--- src/rtl/addfloat_pkg.sv ---
`default_nettype none
// ============================================================================
// Package     : addfloat_pkg
// Description : Shared types and widths for the addfloat family of blocks.
//               FLOAT_W    - IEEE-754 single operand width
//               DONE_CNT_W - width of completed-run counters
//               feeder_state_t - sequencing states of addfloat_feeder
// Revision    : 1.0 - initial release
// ============================================================================
package addfloat_pkg;

    localparam int FLOAT_W    = 32;
    localparam int DONE_CNT_W = 16;

    typedef enum logic [1:0] {
        IDLE    = 2'd0,
        REQ     = 2'd1,
        WAIT_HI = 2'd2,
        WAIT_LO = 2'd3
    } feeder_state_t;

endpackage : addfloat_pkg
`default_nettype wire

--- src/rtl/addfloat_feeder_fifo.sv ---
`default_nettype none
// ============================================================================
// Module      : addfloat_feeder_fifo
// Description : DEPTH x FLOAT_W register FIFO for the addfloat operand feeder.
//               A push into a full FIFO is accepted only when a pop happens
//               in the same cycle; otherwise the data is discarded and o_drop
//               pulses for that cycle. All state updates are qualified by ce.
// Ports       : clock, reset (async, active-high), ce
//               i_push / i_push_data - write request and operand
//               i_pop                - remove head (ignored when empty)
//               o_head               - current head entry
//               o_count              - registered occupancy (0..DEPTH)
//               o_full / o_empty     - occupancy flags
//               o_drop               - combinational pulse: push discarded
// Revision    : 1.0 - initial release
// ============================================================================
module addfloat_feeder_fifo
    import addfloat_pkg::*;
#(
    parameter int DEPTH  = 8,
    parameter int ADDR_W = 3
) (
    input  logic               clock,
    input  logic               reset,
    input  logic               ce,
    input  logic               i_push,
    input  logic [FLOAT_W-1:0] i_push_data,
    input  logic               i_pop,
    output logic [FLOAT_W-1:0] o_head,
    output logic [ADDR_W:0]    o_count,
    output logic               o_full,
    output logic               o_empty,
    output logic               o_drop
);

    localparam logic [ADDR_W:0] c_depth = (ADDR_W+1)'(DEPTH);

    logic [FLOAT_W-1:0] r_mem [DEPTH];
    logic [ADDR_W-1:0]  r_wr_ptr;
    logic [ADDR_W-1:0]  r_rd_ptr;
    logic [ADDR_W:0]    r_count;

    logic w_full;
    logic w_empty;
    logic w_pop;
    logic w_push_ok;

    assign w_full    = (r_count == c_depth);
    assign w_empty   = (r_count == '0);
    assign w_pop     = i_pop & ~w_empty;
    // A full FIFO still takes a push when the head leaves in the same cycle.
    assign w_push_ok = i_push & (~w_full | w_pop);

    // Pointers are ADDR_W wide, so DEPTH being a power of two makes them
    // wrap modulo DEPTH on their own.
    always_ff @(posedge clock or posedge reset) begin
        if (reset) begin
            r_wr_ptr <= '0;
            r_rd_ptr <= '0;
            r_count  <= '0;
        end else if (ce) begin
            if (w_push_ok) r_wr_ptr <= r_wr_ptr + ADDR_W'(1);
            if (w_pop)     r_rd_ptr <= r_rd_ptr + ADDR_W'(1);
            case ({w_push_ok, w_pop})
                2'b10:   r_count <= r_count + (ADDR_W+1)'(1);
                2'b01:   r_count <= r_count - (ADDR_W+1)'(1);
                default: r_count <= r_count;
            endcase
        end
    end

    // Storage needs no reset: an entry is only read after it was written.
    always_ff @(posedge clock) begin
        if (ce && w_push_ok) r_mem[r_wr_ptr] <= i_push_data;
    end

    assign o_head  = r_mem[r_rd_ptr];
    assign o_count = r_count;
    assign o_full  = w_full;
    assign o_empty = w_empty;
    assign o_drop  = ce & i_push & ~w_push_ok;

endmodule : addfloat_feeder_fifo
`default_nettype wire

--- src/rtl/addfloat_feeder.sv ---
`default_nettype none
// ============================================================================
// Module      : addfloat_feeder
// Description : Operand sequencer in front of addfloat's run interface.
//               Buffers float operands and issues one single-cycle run request
//               per operand, waiting for addfloat's busy to rise and fall
//               before issuing the next.
// Ports       : clock, reset (async, active-high), ce (clock enable)
//               i_push / i_push_data       - operand producer side
//               o_full / o_count           - buffer status
//               o_run_req / o_run_input_a_0 - to addfloat run interface
//               i_run_busy                 - from addfloat
//               o_done_cnt                 - completed runs (wrapping)
//               o_overflow / o_timeout     - sticky error flags
// Revision    : 1.0 - initial release
// ============================================================================
module addfloat_feeder
    import addfloat_pkg::*;
#(
    parameter int DEPTH   = 8,
    parameter int ADDR_W  = 3,
    parameter int TIMEOUT = 15
) (
    input  logic                  clock,
    input  logic                  reset,
    input  logic                  ce,
    input  logic                  i_push,
    input  logic [FLOAT_W-1:0]    i_push_data,
    output logic                  o_full,
    output logic [ADDR_W:0]       o_count,
    output logic                  o_run_req,
    output logic [FLOAT_W-1:0]    o_run_input_a_0,
    input  logic                  i_run_busy,
    output logic [DONE_CNT_W-1:0] o_done_cnt,
    output logic                  o_overflow,
    output logic                  o_timeout
);

    // The timer counts low samples of busy; the TIMEOUT-th one gives up.
    localparam logic [7:0] c_timer_last = 8'(TIMEOUT - 1);

    feeder_state_t r_state;
    feeder_state_t w_state_nxt;

    logic                  r_req;
    logic                  w_req_nxt;
    logic [FLOAT_W-1:0]    r_data;
    logic [FLOAT_W-1:0]    w_data_nxt;
    logic [7:0]            r_timer;
    logic [7:0]            w_timer_nxt;
    logic [DONE_CNT_W-1:0] r_done;
    logic [DONE_CNT_W-1:0] w_done_nxt;
    logic                  r_timeout;
    logic                  w_timeout_nxt;
    logic                  r_overflow;

    logic                  w_pop;
    logic [FLOAT_W-1:0]    w_head;
    logic                  w_empty;
    logic                  w_drop;

    addfloat_feeder_fifo #(
        .DEPTH  (DEPTH),
        .ADDR_W (ADDR_W)
    ) u_fifo (
        .clock       (clock),
        .reset       (reset),
        .ce          (ce),
        .i_push      (i_push),
        .i_push_data (i_push_data),
        .i_pop       (w_pop),
        .o_head      (w_head),
        .o_count     (o_count),
        .o_full      (o_full),
        .o_empty     (w_empty),
        .o_drop      (w_drop)
    );

    always_ff @(posedge clock or posedge reset) begin
        if (reset) begin
            r_state <= IDLE;
        end else if (ce) begin
            r_state <= w_state_nxt;
        end
    end

    always_comb begin
        w_state_nxt   = r_state;
        w_req_nxt     = r_req;
        w_data_nxt    = r_data;
        w_timer_nxt   = r_timer;
        w_done_nxt    = r_done;
        w_timeout_nxt = r_timeout;
        w_pop         = 1'b0;
        case (r_state)
            IDLE: begin
                // A busy addfloat (possibly driven by another caller) blocks issue.
                if (!w_empty && !i_run_busy) begin
                    w_pop       = 1'b1;
                    w_req_nxt   = 1'b1;
                    w_data_nxt  = w_head;
                    w_state_nxt = REQ;
                end
            end
            REQ: begin
                w_req_nxt   = 1'b0;
                w_timer_nxt = '0;
                w_state_nxt = WAIT_HI;
            end
            WAIT_HI: begin
                if (i_run_busy) begin
                    w_state_nxt = WAIT_LO;
                end else if (r_timer == c_timer_last) begin
                    // The operand is abandoned, not retried.
                    w_timeout_nxt = 1'b1;
                    w_state_nxt   = IDLE;
                end else begin
                    w_timer_nxt = r_timer + 8'd1;
                end
            end
            WAIT_LO: begin
                if (!i_run_busy) begin
                    w_done_nxt  = r_done + DONE_CNT_W'(1);
                    w_state_nxt = IDLE;
                end
            end
            default: w_state_nxt = IDLE;
        endcase
    end

    always_ff @(posedge clock or posedge reset) begin
        if (reset) begin
            r_req      <= 1'b0;
            r_data     <= '0;
            r_timer    <= '0;
            r_done     <= '0;
            r_timeout  <= 1'b0;
            r_overflow <= 1'b0;
        end else if (ce) begin
            r_req      <= w_req_nxt;
            r_data     <= w_data_nxt;
            r_timer    <= w_timer_nxt;
            r_done     <= w_done_nxt;
            r_timeout  <= w_timeout_nxt;
            r_overflow <= r_overflow | w_drop;
        end
    end

    assign o_run_req       = r_req;
    assign o_run_input_a_0 = r_data;
    assign o_done_cnt      = r_done;
    assign o_overflow      = r_overflow;
    assign o_timeout       = r_timeout;

endmodule : addfloat_feeder
`default_nettype wire

--- config.mk ---
export PLATFORM = sky130hd
export DESIGN_NAME = addfloat_feeder
export DESIGN_NICKNAME = d
export VERILOG_FILES = /design/src/rtl/addfloat_pkg.sv /design/src/rtl/addfloat_feeder_fifo.sv /design/src/rtl/addfloat_feeder.sv
export SDC_FILE = /design/constraint.sdc
export NUM_CORES = 1
export LEC_CHECK = 0
export ABC_CLOCK_PERIOD_IN_PS = 4800
export BUFFER_PORTS_ARGS = -buffer_cell sky130_fd_sc_hd__buf_2
export CORE_ASPECT_RATIO = 1.75
export CORE_MARGIN = 4
export CORE_UTILIZATION = 30
export DETAILED_ROUTE_END_ITERATION = 8
export GPL_TIMING_DRIVEN = 0
export HOLD_SLACK_MARGIN = 0.15
export PLACE_DENSITY = 0.5
export SYNTH_ARGS = -nofsm -noshare
export SYNTH_HDL_FRONTEND = slang
export SYNTH_SLANG_ARGS = --single-unit
--- constraint.sdc ---
create_clock -name clock -period 4.8 [get_ports clock]
set_clock_uncertainty 0.15 [all_clocks]
set_input_delay 0.96 -clock clock [delete_from_list [all_inputs] [get_ports clock]]
set_output_delay 0.96 -clock clock [all_outputs]
set_load 0.05 [all_outputs]
==> impl_metrics.json <==
{
  "fp.dieH_microns": 280,
  "dr.pass1.iters": 4,
  "rows": 99,
  "slew_violations": 0,
  "path_clk_slew_ps": 70,
  "hp-class": "in -> async",
  "vias": 6364,
  "end_kind": "flip-flop",
  "min_period_over_period": 0.650,
  "port_buffers": 92,
  "synthesis.nets": 715,
  "wl_microns": 28200,
  "ir_drop_mv": 0.331,
  "initial_core_util": 0.304,
  "power_leakage_nw": 5.40,
  "numCtsBuffers": 29,
  "antenna_left": 0,
  "finalHoldViolCount": 0,
  "yosys.area.top_type": "edfxtp_1",
  "timing.rr.end": "u_fifo.r_mem[0][22]",
  "min_period_ps": 3120,
  "power_density_nw_per_um2": 568,
  "path_class": "in -> reg",
  "worst_ep_required_time_ps": 4910,
  "setup-tns-final_ps": 0,
  "ios": 93,
  "p_int_mw": 5.62,
  "p_sw_frac": 0.342,
  "yosysSeqAreaShare": 0.746,
  "postCtsSetupRepairBufs": 0,
  "setup_viol": 0,
  "combPwrFrac": 0.316,
  "cts_buffer_depth": 3,
  "track_usage": 0.125,
  "multi_input_area_sq_um": 3100,
  "drv_cap": 0,
  "root_buffer": "clkbuf_16",
  "antenna_found_initial": 5,
  "startpoint_type": "primary input",
  "pre_cts_slack_ps": 1040,
  "gp_routability_congestion": 0.686,
  "synth-main-ff-cell": "edfxtp_1",
  "worst_pin_slew_ps": 1000,
  "synth-seq-cells": 327,
  "status": "finished clean",
  "hold_buffers": 0,
  "grt_pass1_wl_microns": 43200,
  "core_area_sq_um": 41700,
  "r2r_slack_ps": 1740,
  "synth_edf_count": 256,
  "cts_tree": "yes",
  "hpwlAfterDp_microns": 18500,
  "r2r-start": "r_state[0]",
  "grt_max_degree": 50,
  "rsz0062_at_grt": "false",
  "pwr-share-clk": 0.260,
  "crit_arrival_ps": 3230,
  "h-tree-depth": 1,
  "yosys_warnings": 0,
  "setup_slack_ps": 1680,
  "maxSlewHeadroom": 0.332,
  "drc": 0,
  "drive_above_1_share": 0.302,
  "synth_cells": 670,
  "syn_area_sq_um": 12700,
  "die_w_microns": 163,
  "area_delta_synth_final_pct": 18.5,
  "regArea_sq_um": 9460,
  "yosys-top-cells-area": "edfxtp_1 61%, dfrtp_1 14%, mux4_2 11%, mux2i_1 2.5%, nand2_1 1.4%",
  "switching_power_mw": 2.92,
  "grt_overflow": 0,
  "synth_most_common_cell": "edfxtp_1",
  "power.total_mw": 8.55,
  "async_flop_share": 0.217,
  "ctsResizeCount": 0,
  "wire_per_inst_microns": 20.4,
  "yosysUniqueCellTypes": 48,
  "die-area_sq_um": 45800,
  "via_per_inst": 4.59,
  "n_fill_cell": 3911,
  "cts_sinks": 327,
  "startpoint": "i_run_busy",
  "p_seq_frac": 0.424,
  "worstSkewPairLatency_ps": 560,
  "netlist.area_leader.share": 0.606,
  "antennaDiodeCount": 0,
  "final_nets": 853,
  "max_freq_mhz": 320,
  "cp_max_fo": 9,
  "grt_pass1_vias": 6975,
  "synthTopCellsByCount": "256 x edfxtp_1, 71 x dfrtp_1, 64 x mux4_2",
  "r2r_cells": 8,
  "dr.first_iter.drc_count": 433,
  "avgSynthCellArea_sq_um": 18.9
}
==> final cells by class <==
cell class                      count  area share
Sequential cell                   327       0.629
Clock buffer                       32      0.0490
Timing Repair Buffer              107      0.0462
Multi-Input combinational cell    305       0.206
Clock inverter                     22      0.0107
Buffer                             29     0.00974
Tap cell                          555      0.0462
Inverter                            9     0.00241
==> critical path: stages <==
cell	delay [ps]
buf_2	140
or2_4	270
or3_4	390
a21oi_4	250
nand2b_2	180
nor3_2	620
buf_6	240
buf_6	170
==> worst max path at each step <==
stage,endpoint,slack [ps],depth (start not counted)
2_1_floorplan,u_fifo.r_mem[0][0],70,5
3_3_place_gp,u_fifo.r_mem[0][9],-2990,6
3_5_place_dp,u_fifo.r_mem[0][9],1040,8
4_1_cts,o_full,1640,2
5_1_grt,u_fifo.r_mem[0][20],1590,8
6_report,u_fifo.r_mem[0][22],1680,8
==> cell usage in the layout (no fill, tap or decap), drive strengths merged, types with 7 or more instances in the layout <==
cell type,instances
edfxtp,256
buf,128
dfrtp,71
mux4,64
nand2,48
clkbuf,40
o21ai,37
mux2i,33
nor2,28
xor2,15
xnor2,14
inv,14
nand3,13
clkinv,13
ha,7
==> layer usage <==
layer / vias to the layer above / routed length, microns / global-route usage
met5: - / 48 / 0
met4: 8 / 572 / 0.0336
met3: 47 / 1330 / 0.0251
met2: 115 / 15800 / 0.242
met1: 3305 / 10400 / 0.137
li1: 2889 / - / -
==> kinds of logic after synthesis <==
logic type,synth area share
AOI/OAI and AO/OA,0.0217
buffers and inverters,0.0142
muxes,0.143
and+or+nand+nor,0.0473
DFF,0.746
xor gates and xnor gates,0.0200
adders and majority gates,0.00848
==> power by group through the flow <==
stage	combinational, mW	sequential (mW)	clock, mW
global placement	2.71	3.70	0
global route	2.93	3.67	2.42
CTS	2.80	3.63	2.32
floorplan	1.42	4.22	0
finish	2.70	3.63	2.22
detailed placement	2.79	3.69	0
==> sequential cells by signal (all words and copies together) (netlist names) <==
name             flops
o_done_cnt          16
o_overflow           1
o_run_input_a_0     32
o_run_req            1
o_timeout            1
r_state              2
r_timer              8
u_fifo.o_count       4
u_fifo.r_mem       256
u_fifo.r_rd_ptr      3
u_fifo.r_wr_ptr      3
==> per-stage QoR <==
stage	hold slack, ps	instance area [sq um]	util	cells
2_1_floorplan	347	12700	-	670
3_3_place_gp	293	13800	0.332	1317
3_5_place_dp	302	14100	0.339	1332
4_1_cts	191	15000	0.360	1386
5_1_grt	223	15000	0.360	1386
6_report	212	15000	0.360	1386
No activity file was read; power rests on OpenSTA's default activity.
